--- src/rtl/ps2_rx.sv ---
// ps2_rx: PS/2 device-to-host receiver -- synchroniser, ps2_clk glitch filter and 11-bit frame deframer.
// Define PS2_PARITY_CHECK_EN to reject frames whose odd-parity bit does not match the data byte.
module ps2_rx #(
  parameter int SYNC_STAGES    = 2,
  parameter int FILTER_LEN     = 4,
  parameter int TIMEOUT_CYCLES = 20000
) (
  input  logic       clk,
  input  logic       rst_n,
  input  logic       ps2_clk,
  input  logic       ps2_data,
  input  logic       rx_en,
  output logic [7:0] rx_data,
  output logic       rx_done,
  output logic       frame_err,
  output logic       busy
);

  localparam int TW = ($clog2(TIMEOUT_CYCLES + 1) > 16) ? $clog2(TIMEOUT_CYCLES + 1) : 16;
  localparam int FW = (FILTER_LEN > 1) ? $clog2(FILTER_LEN) : 1;

  localparam logic [1:0] ST_IDLE   = 2'd0;
  localparam logic [1:0] ST_DATA   = 2'd1;
  localparam logic [1:0] ST_PARITY = 2'd2;
  localparam logic [1:0] ST_STOP   = 2'd3;

  function automatic logic odd_parity_ok(input logic [7:0] data, input logic par);
    return ^{data, par};
  endfunction

  logic [SYNC_STAGES-1:0] clk_sync_r;
  logic [SYNC_STAGES-1:0] data_sync_r;
  logic                   clk_s;
  logic                   data_s;
  logic [FW-1:0]          filt_cnt_r;
  logic                   filt_r;
  logic                   filt_d_r;
  logic                   fall_s;

  logic [1:0]    state_r;
  logic [7:0]    shift_r;
  logic [2:0]    bit_cnt_r;
  logic          par_r;
  logic [TW-1:0] tmo_r;
  logic [7:0]    rx_data_r;
  logic          rx_done_r;
  logic          frame_err_r;
  logic          busy_r;

  logic [1:0]    state_nxt_s;
  logic [7:0]    shift_nxt_s;
  logic [2:0]    bit_cnt_nxt_s;
  logic          par_nxt_s;
  logic [TW-1:0] tmo_nxt_s;
  logic [7:0]    data_nxt_s;
  logic          done_nxt_s;
  logic          err_nxt_s;
  logic          parity_ok_s;
  logic          timeout_s;

  // Two-line synchroniser; idle-high reset so no false edge appears after reset.
  always_ff @(posedge clk or negedge rst_n) begin
    if (!rst_n) begin
      clk_sync_r  <= {SYNC_STAGES{1'b1}};
      data_sync_r <= {SYNC_STAGES{1'b1}};
    end else begin
      clk_sync_r  <= {clk_sync_r[SYNC_STAGES-2:0], ps2_clk};
      data_sync_r <= {data_sync_r[SYNC_STAGES-2:0], ps2_data};
    end
  end

  assign clk_s  = clk_sync_r[SYNC_STAGES-1];
  assign data_s = data_sync_r[SYNC_STAGES-1];

  // Glitch filter: the filtered clock flips only after FILTER_LEN consecutive differing samples.
  always_ff @(posedge clk or negedge rst_n) begin
    if (!rst_n) begin
      filt_cnt_r <= {FW{1'b0}};
      filt_r     <= 1'b1;
      filt_d_r   <= 1'b1;
    end else begin
      filt_d_r <= filt_r;
      if (clk_s == filt_r) begin
        filt_cnt_r <= {FW{1'b0}};
      end else if (filt_cnt_r == FW'(FILTER_LEN - 1)) begin
        filt_r     <= clk_s;
        filt_cnt_r <= {FW{1'b0}};
      end else begin
        filt_cnt_r <= filt_cnt_r + FW'(1);
      end
    end
  end

  assign fall_s = filt_d_r & ~filt_r;

`ifdef PS2_PARITY_CHECK_EN
  assign parity_ok_s = odd_parity_ok(shift_r, par_r);
`else
  // Parity bit is still captured, but never allowed to reject a frame.
  assign parity_ok_s = odd_parity_ok(shift_r, par_r) | 1'b1;
`endif

  // Abort fires TIMEOUT_CYCLES clocks after the edge that consumed the last fall event.
  assign timeout_s = (state_r != ST_IDLE) && !fall_s && (tmo_r == TW'(TIMEOUT_CYCLES - 1));

  // Next-state logic for the deframer; only fall events and the timeout move the FSM.
  always_comb begin
    state_nxt_s   = state_r;
    shift_nxt_s   = shift_r;
    bit_cnt_nxt_s = bit_cnt_r;
    par_nxt_s     = par_r;
    data_nxt_s    = rx_data_r;
    done_nxt_s    = 1'b0;
    err_nxt_s     = 1'b0;
    if ((state_r == ST_IDLE) || fall_s) begin
      tmo_nxt_s = {TW{1'b0}};
    end else begin
      tmo_nxt_s = tmo_r + TW'(1);
    end

    if (timeout_s) begin
      state_nxt_s = ST_IDLE;
      err_nxt_s   = 1'b1;
      tmo_nxt_s   = {TW{1'b0}};
    end else if (fall_s) begin
      case (state_r)
        ST_IDLE: begin
          if (!data_s && rx_en) begin
            state_nxt_s   = ST_DATA;
            bit_cnt_nxt_s = 3'd0;
            shift_nxt_s   = 8'h00;
          end else begin
            state_nxt_s = ST_IDLE;
          end
        end
        ST_DATA: begin
          shift_nxt_s = {data_s, shift_r[7:1]};
          if (bit_cnt_r == 3'd7) begin
            state_nxt_s = ST_PARITY;
          end else begin
            bit_cnt_nxt_s = bit_cnt_r + 3'd1;
          end
        end
        ST_PARITY: begin
          par_nxt_s   = data_s;
          state_nxt_s = ST_STOP;
        end
        ST_STOP: begin
          state_nxt_s = ST_IDLE;
          if (data_s && parity_ok_s) begin
            data_nxt_s = shift_r;
            done_nxt_s = 1'b1;
          end else begin
            err_nxt_s = 1'b1;
          end
        end
        default: begin
          state_nxt_s = ST_IDLE;
        end
      endcase
    end else begin
      state_nxt_s = state_r;
    end
  end

  // Deframer state and registered outputs.
  always_ff @(posedge clk or negedge rst_n) begin
    if (!rst_n) begin
      state_r     <= ST_IDLE;
      shift_r     <= 8'h00;
      bit_cnt_r   <= 3'd0;
      par_r       <= 1'b0;
      tmo_r       <= {TW{1'b0}};
      rx_data_r   <= 8'h00;
      rx_done_r   <= 1'b0;
      frame_err_r <= 1'b0;
      busy_r      <= 1'b0;
    end else begin
      state_r     <= state_nxt_s;
      shift_r     <= shift_nxt_s;
      bit_cnt_r   <= bit_cnt_nxt_s;
      par_r       <= par_nxt_s;
      tmo_r       <= tmo_nxt_s;
      rx_data_r   <= data_nxt_s;
      rx_done_r   <= done_nxt_s;
      frame_err_r <= err_nxt_s;
      busy_r      <= (state_nxt_s != ST_IDLE);
    end
  end

  assign rx_data   = rx_data_r;
  assign rx_done   = rx_done_r;
  assign frame_err = frame_err_r;
  assign busy      = busy_r;

endmodule

--- config.mk ---
export PLATFORM = sky130hd
export DESIGN_NAME = ps2_rx
export DESIGN_NICKNAME = d
export VERILOG_FILES = /design/src/rtl/ps2_rx.sv
export SDC_FILE = /design/constraint.sdc
export NUM_CORES = 1
export LEC_CHECK = 0
export CORE_MARGIN = 10
export CORE_UTILIZATION = 55
export CTS_CLUSTER_DIAMETER = 120
export DETAILED_ROUTE_END_ITERATION = 8
export HOLD_SLACK_MARGIN = 0.1
export PLACE_DENSITY = 0.77
export SYNTH_ARGS = -nofsm -noshare
export SYNTH_HDL_FRONTEND = slang
export SYNTH_SLANG_ARGS = --single-unit
--- constraint.sdc ---
create_clock -name clk -period 2 [get_ports clk]
set_clock_uncertainty 0.1 [all_clocks]
set_input_delay 0.4 -clock clk [delete_from_list [all_inputs] [get_ports clk]]
set_output_delay 0.4 -clock clk [all_outputs]
set_load 0.1 [all_outputs]
==> metrics.md <==
| Metric | Value |
|---|---|
| Final WL | `between 3000 and 4000 um` |
| Area contributors post-synth | `dfrtp_1 (51%), dfstp_2 (7.6%), mux2_2 (4.9%)` |
| Reg2Reg Depth | `5` |
| R2R Path End | `tmo_r[5]$_DFF_PN0_` |
| Critical path launch point type | `flip-flop` |
| Post-synth top area cell | `dfrtp_1` |
| Most common cell in the netlist | `dfrtp_1` |
| Commonest cells post-synth | `dfrtp_1 (42), nor2_1 (20), nand2_1 (18)` |
| RSZ-0062 raised after global routing | `false` |
| Post-synthesis cell type count | `38` |
| Antenna Nets Post-Route | `0` |
| Hold_buf cts | `1` |
| CP Capture Type | `flip-flop` |
| Vias per std cell | `5.50` |
| Max-Cap Viols | `0` |
| GRT overflow | `0` |
| Starting density of the core | `a little under three fifths` |
| RD Place Congestion | `between 0.8 and 0.9` |
| Mapped Nets | `187` |
| GRT Total Usage | `between 10% and 20%` |
| Final setup viols | `0` |
| Initial antenna violation count | `0` |
| Critical Path RT | `2080 ps` |
| Per-cell routed wire length | `14.3 um` |
| DRT iter0 DRCs | `98` |
| Area after DPL | `2350 um^2` |
| Vias | `~1400` |
| # IOs | `16` |
| Clock tree buffer depth | `2` |
| Ys Warns | `0` |
| Port-buffer cells | `15` |
| Sequential area share after synthesis | `58.3%` |
| Clk pwr share | `between 10% and 20%` |
| Area share of the largest cell type after synthesis | `50.7%` |
| Share of power burned in combinational logic | `39.0%` |
| Rows | `22` |
| Largest family of logic cells by synthesized area | `simple AND/OR/NAND/NOR gates` |
| Global-route wire length before repair | `6320 um` |
| Launch point of the worst path | `tmo_r[0]$_DFF_PN0_` |
| Pleak | `1.14 nW` |
| CTS root buffer | `clkbuf_8` |
| Die Ht | `81.4 um` |
| Final Max Slew Viols | `0` |
| Die width | `approximately 81 um` |
| Slew HR | `62.6%` |
| Syn Inst Count | `178` |
| Int Pwr | `0.00194 W` |
| Final Core Density | `between 60% and 70%` |
| Worst min path class | `flip-flop to flip-flop` |
| Adder-Cell Fraction of Synth Area | `2.41%` |
| # nets final | `207` |
| Design area | `2440 um^2` |
| Share of layout cells above drive strength 1 | `22.1%` |
| Most used DFF post-synth | `dfrtp_1` |
| Worst VDD drop | `0.00103 V` |
| Fin. Hold Viols | `0` |
| Post-synth ARST share | `100%` |
| N_diodes | `0` |
| Total Neg Setup Slack | `0 ps` |
| Switch Pwr | `~0.0013 W` |
| CTS tree | `yes` |
| Vias in the first global route | `1409` |
| Post-Syn Area | `2070 um^2` |
| Register bit total from synthesis | `48` |
| Drt pass-1 iters | `4` |
| Total CTS buffers | `5` |
| Post-layout minimum cycle time | `1790 ps` |
| Worst-skew pair later-pin latency | `~300 ps` |
| P&R area growth vs syn | `17.8%` |
| Worst-path clk slew | `roughly 80 ps` |
| Internal reg-to-reg setup slack | `210 ps` |
| Post-CTS sizing | `0` |
| Simple-gate share of the synthesized area | `18.4%` |
| Die area | `about 6600 um^2` |
| Clock Sinks | `48` |
| Synth Area in XOR/XNOR | `approximately 6.3%` |
| Switching Fraction | `approximately two fifths` |
| Core area | `3660 um^2` |
| Power Density | `1320 nW/um^2` |
| Worst slack, placed | `33.8 ps` |
| DRC | `0` |
| Sequential power share | `44.0%` |
| WS Path Type | `flip-flop to flip-flop` |
| Final Worst Setup Slack | `between 200 and 250 ps` |
| Worst Path Max Fanout | `16` |
| H-tree levels | `2` |
| Worst-Margin Slew | `between 500 and 600 ps` |
| Postcts setup bufs | `0` |
| Largest net degree at the start of global routing | `26` |
| Outcome | `complete, no violations` |
| Post-synthesis mux area share | `5.61%` |
| Crit share post-route | `89.6%` |
| Compound-Gate Fraction of Synth Area | `roughly 6.5%` |
| EDFF count, synth | `0` |
| Reg-to-reg critical path startpoint | `tmo_r[0]$_DFF_PN0_` |
| Maximum operating frequency | `558 MHz` |
| Crit path DAT | `1870 ps` |
| Dpl hpwl | `2600 um` |
| Setup crit end | `tmo_r[5]$_DFF_PN0_` |
| Syn Area/Cell | `about 12 um^2` |
==> sequential cells by signal, summed over array words and instances (netlist names), 2 cells and up <==
| register | cells |
|---|---|
| bit_cnt_r | 3 |
| clk_sync_r | 2 |
| data_sync_r | 2 |
| filt_cnt_r | 2 |
| rx_data | 8 |
| shift_r | 8 |
| state_r | 2 |
| tmo_r | 16 |
==> worst min path at each step <==
| stage | from | end | slack (ps) | cells past startpoint |
|---|---|---|---|---|
| finish | data_sync_r[0]$_DFF_PN1_ | data_sync_r[1]$_DFF_PN1_ | 260 | 0 |
| detailed placement | data_sync_r[0]$_DFF_PN1_ | data_sync_r[1]$_DFF_PN1_ | 250 | 0 |
| floorplan | rst_n | bit_cnt_r[0]$_DFFE_PN0P_ | 4 | 0 |
| CTS | data_sync_r[0]$_DFF_PN1_ | data_sync_r[1]$_DFF_PN1_ | 260 | 0 |
| global placement | data_sync_r[0]$_DFF_PN1_ | data_sync_r[1]$_DFF_PN1_ | 250 | 0 |
| global route | data_sync_r[0]$_DFF_PN1_ | data_sync_r[1]$_DFF_PN1_ | 260 | 0 |
==> cell usage in the layout, fill, tap and decap left out, drive strengths merged, types with 2 or more instances in the layout <==
cell           netlist  layout
xnor2                4       4
mux2                10      10
nand2b               2       2
o21ai               10      10
nor3                 2       2
dfrtp               42      42
buf                  5      15
and4                 4       4
nand4                8       8
nor2b                2       2
nand2               18      18
clkbuf               1       7
and3                 3       3
inv                  4       4
nand3                7       7
o21bai               2       2
ha                   4       4
dfstp                6       6
xor2                11      11
nor2                20      20
clkdlybuf4s50        0       3
a21oi                2       2
a22o                 2       2
==> kinds of logic (layout without fill, tap and decap cells) <==
family	Yosys count	count (layout)
adder cells (fa/ha/maj)	4	4
multiplexers	10	10
AO/OA/AOI/OAI	20	20
AND/OR/NAND/NOR	71	71
buffers and inverters	10	31
flip-flops	48	48
XOR/XNOR	15	15
==> per-stage QoR <==
| step | power [W] | cells | hold slack [ps] |
|---|---|---|---|
| 2_1_floorplan | 0.00231 | 178 | 4.41 |
| 3_3_place_gp | 0.00264 | 238 | 246 |
| 3_5_place_dp | 0.00270 | 238 | 247 |
| 4_1_cts | 0.00326 | 247 | 260 |
| 5_1_grt | 0.00344 | 247 | 262 |
| 6_report | 0.00323 | 247 | 258 |
==> power by group through the flow <==
stage | Clock (W) | Sequential (W) | Combinational [W]
after detailed placement | 0 | 0.00144 | 0.00126
final | 0.000548 | 0.00142 | 0.00126
after floorplan | 0 | 0.00170 | 0.000614
after global routing | 0.000605 | 0.00145 | 0.00138
after CTS | 0.000566 | 0.00142 | 0.00127
after global placement | 0 | 0.00142 | 0.00122
==> routing by layer <==
| metal | part of all wire (%) | track usage (%) | wire length, um |
|---|---|---|---|
| met5 | 0 | 0 | 0 |
| met2 | 51 | 20.1 | 1810 |
| met3 | 4.9 | 3.31 | 174 |
| met1 | 42 | 14.1 | 1500 |
| met4 | 1.8 | 6.23 | 63 |
==> cell type report <==
| class | instances | area [um^2] |
|---|---|---|
| fill | 266 | 1220 |
| sequential | 48 | 1210 |
| multi-input combinational | 120 | 815 |
| timing repair buffer | 19 | 263 |
| clock buffer | 7 | 76.3 |
| tap | 48 | 60.1 |
| inverter | 4 | 15.0 |
| clock inverter | 1 | 5.00 |
==> worst max-delay path: stages, from the launching register on <==
cell,delay (ps)
dfrtp_1,390
ha_1,210
and3_1,270
nand4_1,220
o21bai_4,380
nor2_1,100
(Power assumes the default switching activity.)
